**config.mk**
```make
export PLATFORM = sky130hd
export DESIGN_NAME = int_ctxt_stack_flat
export DESIGN_NICKNAME = d
export VERILOG_FILES = /design/src/rtl/int_ctxt_stack_pkg.sv /design/src/rtl/int_ctxt_stack_if.sv /design/src/rtl/int_ctxt_stack_mem.sv /design/src/rtl/int_ctxt_stack.sv /design/src/flat_wrapper.sv
export SDC_FILE = /design/constraint.sdc
export NUM_CORES = 2
export LEC_CHECK = 0
export ABC_CLOCK_PERIOD_IN_PS = 18150
export BUFFER_PORTS_ARGS = -buffer_cell sky130_fd_sc_hd__buf_2
export CAP_MARGIN = 20
export CELL_PAD_IN_SITES_DETAIL_PLACEMENT = 0
export CELL_PAD_IN_SITES_GLOBAL_PLACEMENT = 1
export CORE_UTILIZATION = 30
export CTS_CLUSTER_SIZE = 10
export DETAILED_ROUTE_END_ITERATION = 10
export MAX_ROUTING_LAYER = met4
export PLACE_DENSITY_LB_ADDON = 0.1
export SKIP_LAST_GASP = 1
export SYNTH_ARGS = -nofsm -noshare
export SYNTH_HDL_FRONTEND = slang
export SYNTH_SLANG_ARGS = --single-unit
```
**constraint.sdc**
```tcl
create_clock -name clk -period 18.15 [get_ports clk]
set_input_delay 0.9075 -clock clk [delete_from_list [all_inputs] [get_ports clk]]
set_output_delay 0.9075 -clock clk [all_outputs]
set_load 0.05 [all_outputs]
```
**src/rtl/int_ctxt_stack_pkg.sv**
```systemverilog
// Shared types and helpers for the interrupt-context stack.
package int_stack_pkg;

    // Occupancy state; drives the empty/full flags.
    typedef enum logic [1:0] {
        S_EMPTY = 2'd0,
        S_PART  = 2'd1,
        S_FULL  = 2'd2
    } occ_state_e;

    // Overflow policy selectors for OVF_MODE.
    localparam int OVF_REJECT    = 0;
    localparam int OVF_OVERWRITE = 1;

    // Packed frame width: {ret_addr, ctxt_addr, bit_cnt, pass, mask, C_F}.
    function automatic int frame_w(input int aw, input int dw, input int pw, input int dd);
        return 2 * aw + 2 * dw + pw + dd;
    endfunction

endpackage

```
**src/rtl/int_ctxt_stack_if.sv**
```systemverilog
// Push/pop bus between AP_ctrl and the context stack.
interface int_ctxt_stack_if #(
    parameter int DATA_WIDTH     = 16,
    parameter int DATA_DEPTH     = 128,
    parameter int ADDR_WIDTH_MEM = 16,
    parameter int PASS_WIDTH     = 3,
    parameter int STACK_DEPTH    = 8
);
    localparam int CNT_W = $clog2(STACK_DEPTH + 1);

    logic                      push_req;
    logic                      pop_req;
    logic                      flush;
    logic                      clr_err;
    logic [ADDR_WIDTH_MEM-1:0] ret_addr;
    logic [ADDR_WIDTH_MEM-1:0] ctxt_addr;
    logic [DATA_WIDTH-1:0]     tmp_bit_cnt;
    logic [DATA_WIDTH-1:0]     tmp_mask;
    logic [PASS_WIDTH-1:0]     tmp_pass;
    logic [DATA_DEPTH-1:0]     tmp_C_F;

    logic                      push_ready;
    logic [ADDR_WIDTH_MEM-1:0] ret_addr_ret;
    logic [ADDR_WIDTH_MEM-1:0] ctxt_addr_ret;
    logic [DATA_WIDTH-1:0]     tmp_bit_cnt_ret;
    logic [PASS_WIDTH-1:0]     tmp_pass_ret;
    logic [DATA_WIDTH-1:0]     tmp_mask_ret;
    logic [DATA_DEPTH-1:0]     tmp_C_F_ret;
    logic                      pop_valid;
    logic [CNT_W-1:0]          depth_cnt;
    logic                      empty;
    logic                      full;
    logic                      ovf_err;
    logic                      udf_err;

    modport master (
        output push_req, pop_req, flush, clr_err,
        output ret_addr, ctxt_addr, tmp_bit_cnt, tmp_mask, tmp_pass, tmp_C_F,
        input  push_ready, ret_addr_ret, ctxt_addr_ret, tmp_bit_cnt_ret, tmp_pass_ret,
        input  tmp_mask_ret, tmp_C_F_ret, pop_valid, depth_cnt, empty, full, ovf_err, udf_err
    );

    modport slave (
        input  push_req, pop_req, flush, clr_err,
        input  ret_addr, ctxt_addr, tmp_bit_cnt, tmp_mask, tmp_pass, tmp_C_F,
        output push_ready, ret_addr_ret, ctxt_addr_ret, tmp_bit_cnt_ret, tmp_pass_ret,
        output tmp_mask_ret, tmp_C_F_ret, pop_valid, depth_cnt, empty, full, ovf_err, udf_err
    );

endinterface

```
**src/rtl/int_ctxt_stack_mem.sv**
```systemverilog
// Frame register file: one synchronous write port, one asynchronous read port.
module ctxt_frame_mem #(
    parameter int STACK_DEPTH = 8,
    parameter int FRAME_W     = 195,
    localparam int PTR_W      = $clog2(STACK_DEPTH)
) (
    input  logic               clk,
    input  logic               we,
    input  logic [PTR_W-1:0]   waddr,
    input  logic [FRAME_W-1:0] wdata,
    input  logic [PTR_W-1:0]   raddr,
    output logic [FRAME_W-1:0] rdata
);
    // Storage is intentionally not reset; occupancy alone defines validity.
    logic [FRAME_W-1:0] mem_q [STACK_DEPTH];

    // Write the selected slot on the rising edge.
    always_ff @(posedge clk) begin
        if (we) mem_q[waddr] <= wdata;
    end

    assign rdata = mem_q[raddr];

endmodule

```
**src/rtl/int_ctxt_stack.sv**
```systemverilog
// Interrupt-context stack: circular buffer of frames with push/pop/swap,
// occupancy tracking, sticky errors and a reject/overwrite overflow policy.
module int_ctxt_stack
    import int_stack_pkg::*;
#(
    parameter int DATA_WIDTH     = 16,
    parameter int DATA_DEPTH     = 128,
    parameter int ADDR_WIDTH_MEM = 16,
    parameter int PASS_WIDTH     = 3,
    parameter int STACK_DEPTH    = 8,
    parameter int OVF_MODE       = OVF_REJECT
) (
    input logic            clk,
    input logic            rst,
    int_ctxt_stack_if.slave bus
);
    localparam int FW    = frame_w(ADDR_WIDTH_MEM, DATA_WIDTH, PASS_WIDTH, DATA_DEPTH);
    localparam int PTR_W = $clog2(STACK_DEPTH);
    localparam int CNT_W = $clog2(STACK_DEPTH + 1);

    occ_state_e       state_q, state_d;
    logic [CNT_W-1:0] depth_q, depth_d;
    logic [PTR_W-1:0] bot_q, bot_d;
    logic [FW-1:0]    ret_q, ret_d;
    logic             pop_valid_q, pop_valid_d;
    logic             ovf_q, ovf_d;
    logic             udf_q, udf_d;

    logic             mem_we;
    logic [PTR_W-1:0] mem_waddr;
    logic [PTR_W-1:0] top_idx;
    logic [PTR_W-1:0] next_idx;
    logic [FW-1:0]    frame_in;
    logic [FW-1:0]    top_frame;
    logic             is_empty;
    logic             is_full;

    assign frame_in = {bus.ret_addr, bus.ctxt_addr, bus.tmp_bit_cnt,
                       bus.tmp_pass, bus.tmp_mask, bus.tmp_C_F};

    // A full count truncates to zero in PTR_W bits, so bot+depth wraps back to bot.
    assign next_idx = bot_q + depth_q[PTR_W-1:0];
    assign top_idx  = next_idx - PTR_W'(1);
    assign is_empty = (state_q == S_EMPTY);
    assign is_full  = (state_q == S_FULL);

    ctxt_frame_mem #(
        .STACK_DEPTH (STACK_DEPTH),
        .FRAME_W     (FW)
    ) u_mem (
        .clk   (clk),
        .we    (mem_we),
        .waddr (mem_waddr),
        .wdata (frame_in),
        .raddr (top_idx),
        .rdata (top_frame)
    );

    // Next-state for pointers, popped frame, errors and occupancy.
    always_comb begin
        depth_d     = depth_q;
        bot_d       = bot_q;
        ret_d       = ret_q;
        pop_valid_d = 1'b0;
        ovf_d       = bus.clr_err ? 1'b0 : ovf_q;
        udf_d       = bus.clr_err ? 1'b0 : udf_q;
        mem_we      = 1'b0;
        mem_waddr   = next_idx;

        if (bus.flush) begin
            depth_d = '0;
            bot_d   = '0;
        end else if (bus.push_req && bus.pop_req) begin
            // Swap (or pass-through when empty): never an error.
            pop_valid_d = 1'b1;
            if (is_empty) begin
                ret_d = frame_in;
            end else begin
                ret_d     = top_frame;
                mem_we    = 1'b1;
                mem_waddr = top_idx;
            end
        end else if (bus.push_req) begin
            if (!is_full) begin
                mem_we  = 1'b1;
                depth_d = depth_q + CNT_W'(1);
            end else begin
                ovf_d = 1'b1;
                if (OVF_MODE == OVF_OVERWRITE) begin
                    // Oldest frame is replaced; the base slides up one slot.
                    mem_we    = 1'b1;
                    mem_waddr = bot_q;
                    bot_d     = bot_q + PTR_W'(1);
                end
            end
        end else if (bus.pop_req) begin
            if (is_empty) begin
                udf_d = 1'b1;
            end else begin
                ret_d       = top_frame;
                pop_valid_d = 1'b1;
                depth_d     = depth_q - CNT_W'(1);
            end
        end

        if (depth_d == '0)                     state_d = S_EMPTY;
        else if (depth_d == CNT_W'(STACK_DEPTH)) state_d = S_FULL;
        else                                   state_d = S_PART;
    end

    // All control state, with synchronous reset dominating everything.
    always_ff @(posedge clk) begin
        if (rst) begin
            state_q     <= S_EMPTY;
            depth_q     <= '0;
            bot_q       <= '0;
            ret_q       <= '0;
            pop_valid_q <= 1'b0;
            ovf_q       <= 1'b0;
            udf_q       <= 1'b0;
        end else begin
            state_q     <= state_d;
            depth_q     <= depth_d;
            bot_q       <= bot_d;
            ret_q       <= ret_d;
            pop_valid_q <= pop_valid_d;
            ovf_q       <= ovf_d;
            udf_q       <= udf_d;
        end
    end

    assign {bus.ret_addr_ret, bus.ctxt_addr_ret, bus.tmp_bit_cnt_ret,
            bus.tmp_pass_ret, bus.tmp_mask_ret, bus.tmp_C_F_ret} = ret_q;

    assign bus.pop_valid  = pop_valid_q;
    assign bus.depth_cnt  = depth_q;
    assign bus.empty      = is_empty;
    assign bus.full       = is_full;
    assign bus.ovf_err    = ovf_q;
    assign bus.udf_err    = udf_q;
    assign bus.push_ready = !is_full || (OVF_MODE == OVF_OVERWRITE);

endmodule

```
**src/flat_wrapper.sv**
```systemverilog
// flat-port wrapper written by rule: the top's interface ports become plain ports
module int_ctxt_stack_flat import int_stack_pkg::*;
#(
    parameter int DATA_WIDTH     = 16,
    parameter int DATA_DEPTH     = 128,
    parameter int ADDR_WIDTH_MEM = 16,
    parameter int PASS_WIDTH     = 3,
    parameter int STACK_DEPTH    = 8,
    parameter int OVF_MODE       = OVF_REJECT
)
  (clk, rst, bus_push_req, bus_pop_req, bus_flush, bus_clr_err, bus_ret_addr, bus_ctxt_addr, bus_tmp_bit_cnt, bus_tmp_mask, bus_tmp_pass, bus_tmp_C_F, bus_push_ready, bus_ret_addr_ret, bus_ctxt_addr_ret, bus_tmp_bit_cnt_ret, bus_tmp_pass_ret, bus_tmp_mask_ret, bus_tmp_C_F_ret, bus_pop_valid, bus_depth_cnt, bus_empty, bus_full, bus_ovf_err, bus_udf_err);
  int_ctxt_stack_if #(.DATA_WIDTH(DATA_WIDTH), .DATA_DEPTH(DATA_DEPTH), .ADDR_WIDTH_MEM(ADDR_WIDTH_MEM), .PASS_WIDTH(PASS_WIDTH), .STACK_DEPTH(STACK_DEPTH)) bus_i ();
  input logic clk;
  input logic rst;
  input wire logic [$bits(bus_i.push_req)-1:0] bus_push_req;
  input wire logic [$bits(bus_i.pop_req)-1:0] bus_pop_req;
  input wire logic [$bits(bus_i.flush)-1:0] bus_flush;
  input wire logic [$bits(bus_i.clr_err)-1:0] bus_clr_err;
  input wire logic [$bits(bus_i.ret_addr)-1:0] bus_ret_addr;
  input wire logic [$bits(bus_i.ctxt_addr)-1:0] bus_ctxt_addr;
  input wire logic [$bits(bus_i.tmp_bit_cnt)-1:0] bus_tmp_bit_cnt;
  input wire logic [$bits(bus_i.tmp_mask)-1:0] bus_tmp_mask;
  input wire logic [$bits(bus_i.tmp_pass)-1:0] bus_tmp_pass;
  input wire logic [$bits(bus_i.tmp_C_F)-1:0] bus_tmp_C_F;
  output wire logic [$bits(bus_i.push_ready)-1:0] bus_push_ready;
  output wire logic [$bits(bus_i.ret_addr_ret)-1:0] bus_ret_addr_ret;
  output wire logic [$bits(bus_i.ctxt_addr_ret)-1:0] bus_ctxt_addr_ret;
  output wire logic [$bits(bus_i.tmp_bit_cnt_ret)-1:0] bus_tmp_bit_cnt_ret;
  output wire logic [$bits(bus_i.tmp_pass_ret)-1:0] bus_tmp_pass_ret;
  output wire logic [$bits(bus_i.tmp_mask_ret)-1:0] bus_tmp_mask_ret;
  output wire logic [$bits(bus_i.tmp_C_F_ret)-1:0] bus_tmp_C_F_ret;
  output wire logic [$bits(bus_i.pop_valid)-1:0] bus_pop_valid;
  output wire logic [$bits(bus_i.depth_cnt)-1:0] bus_depth_cnt;
  output wire logic [$bits(bus_i.empty)-1:0] bus_empty;
  output wire logic [$bits(bus_i.full)-1:0] bus_full;
  output wire logic [$bits(bus_i.ovf_err)-1:0] bus_ovf_err;
  output wire logic [$bits(bus_i.udf_err)-1:0] bus_udf_err;
  assign bus_i.push_req = bus_push_req;
  assign bus_i.pop_req = bus_pop_req;
  assign bus_i.flush = bus_flush;
  assign bus_i.clr_err = bus_clr_err;
  assign bus_i.ret_addr = bus_ret_addr;
  assign bus_i.ctxt_addr = bus_ctxt_addr;
  assign bus_i.tmp_bit_cnt = bus_tmp_bit_cnt;
  assign bus_i.tmp_mask = bus_tmp_mask;
  assign bus_i.tmp_pass = bus_tmp_pass;
  assign bus_i.tmp_C_F = bus_tmp_C_F;
  assign bus_push_ready = bus_i.push_ready;
  assign bus_ret_addr_ret = bus_i.ret_addr_ret;
  assign bus_ctxt_addr_ret = bus_i.ctxt_addr_ret;
  assign bus_tmp_bit_cnt_ret = bus_i.tmp_bit_cnt_ret;
  assign bus_tmp_pass_ret = bus_i.tmp_pass_ret;
  assign bus_tmp_mask_ret = bus_i.tmp_mask_ret;
  assign bus_tmp_C_F_ret = bus_i.tmp_C_F_ret;
  assign bus_pop_valid = bus_i.pop_valid;
  assign bus_depth_cnt = bus_i.depth_cnt;
  assign bus_empty = bus_i.empty;
  assign bus_full = bus_i.full;
  assign bus_ovf_err = bus_i.ovf_err;
  assign bus_udf_err = bus_i.udf_err;
  int_ctxt_stack #(.DATA_WIDTH(DATA_WIDTH), .DATA_DEPTH(DATA_DEPTH), .ADDR_WIDTH_MEM(ADDR_WIDTH_MEM), .PASS_WIDTH(PASS_WIDTH), .STACK_DEPTH(STACK_DEPTH), .OVF_MODE(OVF_MODE)) u_core (.clk(clk), .rst(rst), .bus(bus_i));
endmodule
```
# Yosys cells after proc, flatten, opt, wreduce, memory -nomap -nowiden
# Memories as Yosys holds them, arrays and structs flattened.
# Cells that the tools add are included.
[totals]
latch_bits = 0
reg_bits = 204
inputBits = 201
output_inout_bits = 205
romBits = 0
memories = 1
ram_bits = 1560
[classes]
n_eq_ne = 4
addsub = 3
reduce_logical = 8
mul = 0
bitwise_logic = 1
div = 0
n_mux = 36
magnitude_cmp = 0
shifts = 0
[mem_list]
columns = ["memory", "depth", "width", "read_ports", "rd_clocked_by_memory_dff", "write_ports", "line_no", "rtl"]
rows = [
  ["u_core.u_mem.mem_q", 8, 195, 1, 0, 1, "int_ctxt_stack_mem.sv:15", "logic [FRAME_W-1:0] mem_q [STACK_DEPTH];"],
]
[ops]
columns = ["operator", "count"]
rows = [
  ["2-to-1 mux 195 bit", 5],
  ["2-to-1 mux 4 bit", 6],
  ["2-to-1 mux 1 bit", 21],
  ["2-to-1 mux 3 bit", 3],
  ["adder 4 x 1 -> 4 bit, second input constant", 1],
  ["== test 4 bit, second input constant", 1],
  ["logical NOT 4 bit", 1],
  ["inequality test 2 x 1 -> 1 bit, second input constant", 2],
  ["AND reduction 4 bit", 1],
  ["OR reduction 2 bit", 2],
  ["subtractor 4 x 1 -> 4 bit, second input constant", 1],
  ["subtractor 3 x 1 -> 3 bit, second input constant", 1],
  ["== test 2 bit, second input constant", 1],
  ["logical NOT 2 bit", 1],
  ["2-to-1 mux 2 bit", 1],
  ["nonzero test 2 bit", 1],
  ["logical AND 1 bit", 1],
  ["logical NOT 1 bit", 1],
  ["inverter 1 bit", 1],
]

# Depth between registers and ports, before layout
[logic_depth]
depth_word = 8
ltp_mapped = 11

# Modules after synthesis
# Synthesis repeated with hierarchy kept, for this count alone.
[hier_totals]
cells_unflattened = 3210
hier_area_um2 = 67923.9
[modules_own_cells]
columns = ["mod", "cells_per_inst", "instances", "seq_area_each_um2", "area_each_um2"]
rows = [
  ["ctxt_frame_mem", 2267, 1, 46844.9, 58419.8],
  ["int_ctxt_stack", 943, 1, 4083.9, 9504.1],
]

# Worst setup path after synthesis
# Ideal clock, no wire load.
[synth_path]
path_type = "reg2reg"
startpoint = "reg u_core.depth_q[0], in the netlist u_core.bus.depth_cnt[0]"
endpoint = "mem u_core.u_mem.mem_q[0][0], enable pin"
required_time_ps = 17396
path_stages_with_launch = 9
path_slack_ps = 7011
path_buffers = 3
synth_period_minus_slack_ps = 11139
arrival_time_ps = 10385
cell_sequence = "dfxtp_1 -> buf_2 -> inv_1 -> ha_1 -> xnor2_2 -> clkbuf_1 -> clkbuf_1 -> a32oi_1 -> nor2_1"
[synth_between]
elab_chain_len = 4
[synth_rtl]
columns = ["element", "line_no", "rtl"]
rows = [
  ["from (decl)", "int_ctxt_stack.sv:22", "logic [CNT_W-1:0] depth_q, depth_d;"],
  ["from (signal assigned)", "int_ctxt_stack.sv:123", "depth_q <= depth_d;"],
  ["subtractor 3 x 1 -> 3 bit", "int_ctxt_stack.sv:43", "assign top_idx = next_idx - PTR_W'(1);"],
  ["2-to-1 mux 3 bit", "int_ctxt_stack.sv:76", "if (is_empty) begin"],
  ["2-to-1 mux 3 bit", "int_ctxt_stack.sv:73", "end else if (bus.push_req && bus.pop_req) begin"],
  ["2-to-1 mux 3 bit (*)", "int_ctxt_stack.sv:70", "if (bus.flush) begin"],
  ["to (decl)", "int_ctxt_stack_mem.sv:15", ""],
]
# Every way passes the cells marked *; elsewhere a longest branch is shown, timed or not.

# Final worst setup path
[layout_path]
startpoint = "reg u_core.depth_q[0], in the netlist u_core.bus.depth_cnt[0]"
endpoint = "reg u_core.ret_q[35]"
[layout_between]
elab_chain_len = 6
elab_cells_between_ends = 7
classes_between = "1 x add/sub; 5 x mux; 1 x memory"
[layout_rtl]
columns = ["element", "line_no", "rtl"]
rows = [
  ["subtractor 3 x 1 -> 3 bit (*)", "int_ctxt_stack.sv:43", ""],
  ["memory (8 x 195 bit) (*)", "n/a", ""],
  ["2-to-1 mux 195 bit", "int_ctxt_stack.sv:97", "if (is_empty) begin"],
  ["2-to-1 mux 195 bit", "int_ctxt_stack.sv:96", "end else if (bus.pop_req) begin"],
  ["2-to-1 mux 195 bit", "int_ctxt_stack.sv:83", "end else if (bus.push_req) begin"],
  ["2-to-1 mux 195 bit (*)", "int_ctxt_stack.sv:73", ""],
  ["to (signal assigned)", "int_ctxt_stack.sv:125", "ret_q <= ret_d;"],
  ["to (decl)", "int_ctxt_stack.sv:24", "logic [FW-1:0] ret_q, ret_d;"],
]
# Every way passes the cells marked *; elsewhere a longest branch is shown, timed or not. The select of a mux whose other input is x is not followed.
# A chain may end at the register's enable or synchronous reset.

==> flow_metrics.py <==
metrics = {
    "clocking": {
        "htree_levels": 4,
        "clk_path_buf_depth": 3,
        "cts_tree": "built",
        "cts.repair.resized": 0,
        "cts.sinks": 1764,
        "cts_root_buf": "clkbuf_16",
        "cts_hold_buf": 0,
        "clk_pin_slew_ps": 60,
        "cts_buffers": 205,
        "insertion_delay_ps": 880,
        "cts_setup_buffers": 0,
    },
    "final_layout": {
        "final_util": 0.354,
        "fillers": 21638,
        "stdcell_area_um2": 77800,
        "drive_gt1_frac": 0.131,
        "nets": 5671,
        "area_growth_pct": 17.3,
    },
    "yosys": {
        "synth_area_um2": 66300,
        "synth_top_family_by_area": "simple AND/OR/NAND/NOR gates",
        "synth-compound-area-share": 0.0427,
        "netlist-cell-type-count": 40,
        "ys_seq_area_frac": 0.768,
        "synthSimpleGateAreaFrac": 0.166,
        "avgSynthCellArea_um2": 13.0,
        "postSynth.asyncResetShare": 0,
        "synthMuxAreaShare": 0,
        "syn_inst": 5108,
        "synthXorXnorAreaFrac": 0.000887,
        "yosys_warnings": 0,
        "synthesis.nets": 5311,
        "synth.area.top_cells": "edfxtp_1 71%, nand2_1 9.9%, dfxtp_1 6.2%",
        "synthAdderAreaFrac": 0.000377,
        "synth_top_area_share": 0.706,
        "synth_most_common_cell": "nand2_1",
        "yosys.area.top_type": "edfxtp_1",
        "synthFlopType": "edfxtp_1",
        "synthTopCellsByCount": "1,757 x nand2_1, 1,560 x edfxtp_1, 588 x nand3_1",
        "synth-seq-cells": 1764,
        "synth_edf_count": 1560,
    },
    "floorplan": {
        "boundaryPins": 406,
        "num_rows": 172,
        "initial_utilization": 0.302,
        "fp.dieH_um": 472,
        "fp.dieArea_um2": 223000,
        "coreArea_um2": 220000,
        "dieWidth_um": 472,
    },
    "place": {
        "routabilityCongestion": 0.718,
        "hpwl_mm": 104,
        "portBuffers": 405,
        "place_ws_ps": 12320,
        "place_area_um2": 71400,
    },
    "sta": {
        "finalClockSkew_ps": 63.7,
        "worstMarginPinSlew_ps": 1090,
        "relSlewSlack": 0.275,
        "max_freq_ghz": 0.177,
        "drv_slew": 0,
        "finalSetupViolations": 0,
        "tns_ps": 0,
        "rsz0062_at_grt": "no",
        "hold_viol": 0,
        "period_share": 0.312,
        "fin_hold_ws_ps": 320,
        "setup_ws_ps": 12490,
        "finalCriticalPeriod_ps": 5660,
    },
    "pwr": {
        "powerDensity_nw_per_um2": 113,
        "clock_power_share": 0.440,
        "peakVddDrop_v": 0.0000951,
        "combPwrFrac": 0.052,
        "p_int_w": 0.00675,
        "leakage_nw": 27.4,
        "switching_share": 0.235,
        "p_seq_frac": 0.508,
        "switching_power_w": 0.00207,
    },
    "drt": {
        "drt-vias-per-instance": 4.87,
        "drtAntennaViolNets": 0,
        "drc": 0,
        "routed_wl_mm": 207,
        "drt_iter0_markers": 2825,
        "wl_per_cell_um": 24.0,
        "drt-pass1-iter-count": 7,
        "vias": 42021,
    },
    "global_route": {
        "grt_first_pass_wirelength_mm": 300,
        "grt_pass1_vias": 41433,
        "grt_max_degree": 174,
        "antenna_found_initial": 56,
        "grtUsageTotal": 0.189,
        "grt_overflow": 0,
    },
    "critical_path": {
        "r2r_end": "u_core.ret_q[35]",
        "cp-start-kind": "flip-flop",
        "reg2regPathDepth": 11,
        "regToRegSetupSlack_ps": 12490,
        "crit_arrival_ps": 6450,
        "crit_path_max_fanout": 173,
        "reg2reg_from": "u_core.bus.depth_cnt[0]",
        "crit_start": "u_core.bus.depth_cnt[0]",
        "crit_end": "u_core.ret_q[35]",
        "worstSetupPathType": "flip-flop to flip-flop",
        "crit_path_end_kind": "flip-flop",
        "cp.required_ps": 18940,
    },
    "run": {
        "cap_violations": 0,
    },
    "hold_path": {
        "hold_path.class": "input port to flip-flop",
    },
    "status": {
        "status": "finished clean",
    },
}
==> final cells by class <==
class / instances / area, um^2 / area share
Sequential cell: 1764 / 50900 / 0.654
Clock buffer: 350 / 5770 / 0.0742
Antenna cell: 30 / 75.1 / 0.000965
Inverter: 7 / 26.3 / 0.000338
Tap cell: 2958 / 3700 / 0.0476
Multi-Input combinational cell: 3006 / 14000 / 0.180
Clock inverter: 26 / 512 / 0.00658
Timing Repair Buffer: 484 / 2770 / 0.0355
==> flip-flops by register name, indices dropped and copies added (netlist names) <==
name and flops:
u_core.state_q 2, u_core.bus.ovf_err 1, u_core.bus.depth_cnt 4, u_core.ret_q 195, u_core.u_mem.mem_q 1560, u_core.bus.udf_err 1, u_core.bus.pop_valid 1
==> how the worst min path moves through the flow <==
stage / from / endpoint / slack (ps) / cells past startpoint
after floorplan: u_core.u_mem.mem_q[4][0] / u_core.ret_q[0] / 550 / 4
after global placement: u_core.ret_q[171] / u_core.ret_q[171] / 470 / 2
after detailed placement: u_core.ret_q[77] / u_core.ret_q[77] / 470 / 2
after CTS: bus_tmp_C_F[72] / u_core.u_mem.mem_q[1][72] / 220 / 1
after global routing: bus_tmp_C_F[79] / u_core.u_mem.mem_q[2][79] / 260 / 1
final: bus_tmp_C_F[72] / u_core.u_mem.mem_q[1][72] / 320 / 1
==> logic make-up (layout without fill, tap and decap cells) <==
| group | Yosys count | in the layout |
|---|---|---|
| simple gates | 2586 | 2586 |
| flops | 1764 | 1764 |
| compound gates | 413 | 413 |
| buf+inv | 338 | 867 |
| xor+xnor | 5 | 5 |
| fa+ha+maj | 2 | 2 |
| other cells | 0 | 30 |
==> power by group through the flow <==
| stage | clock network (W) | logic (W) | registers [W] |
|---|---|---|---|
| after detailed placement | 0 | 0.000471 | 0.00456 |
| after CTS | 0.00401 | 0.000472 | 0.00448 |
| after floorplan | 0 | 0.000191 | 0.00463 |
| final | 0.00388 | 0.000458 | 0.00448 |
| after global placement | 0 | 0.000471 | 0.00456 |
| after global routing | 0.00416 | 0.000503 | 0.00448 |
==> placed cells by master (no fill, tap or decap), drive strengths merged, types with 2 or more instances in the layout <==
master	synthesis	routed
a31oi	196	196
ha	2	2
nand2	1757	1757
and2	2	2
o21ai	5	5
inv	7	8
diode	0	30
bufinv	0	2
edfxtp	1560	1560
nand3	588	588
nor2	22	22
dfxtp	204	204
a22oi	196	196
xnor2	4	4
buf	184	484
a21oi	7	7
clkbuf	147	350
nand4	195	195
nor3	8	8
or2	2	2
nand2b	3	3
clkinv	0	22
nor2b	4	4
==> metrics by stage <==
stage,total power (W),cells
floorplan,0.00482,5108
global placement,0.00503,8218
detailed placement,0.00503,8218
CTS,0.00895,8594
global route,0.00914,8622
finish,0.00882,8625
==> worst max-delay path, stage by stage, from the launching register on <==
cell     delay (ps)
dfxtp_1         680
inv_1           250
ha_1            400
xnor2_4         230
buf_12          590
buf_4           780
buf_4           820
buf_4           880
nand2_1         110
a31oi_1         200
nand4_1         140
nand2_1          70
==> metal layers <==
layer  GRT usage  up-vias  part of all wire
li1            -    19404                 -
met1       0.256    21439              0.47
met2       0.291      868              0.47
met3      0.0347      310             0.046
met4      0.0500        0             0.020
met5           -        -                 0
(Power assumes the default switching activity.)
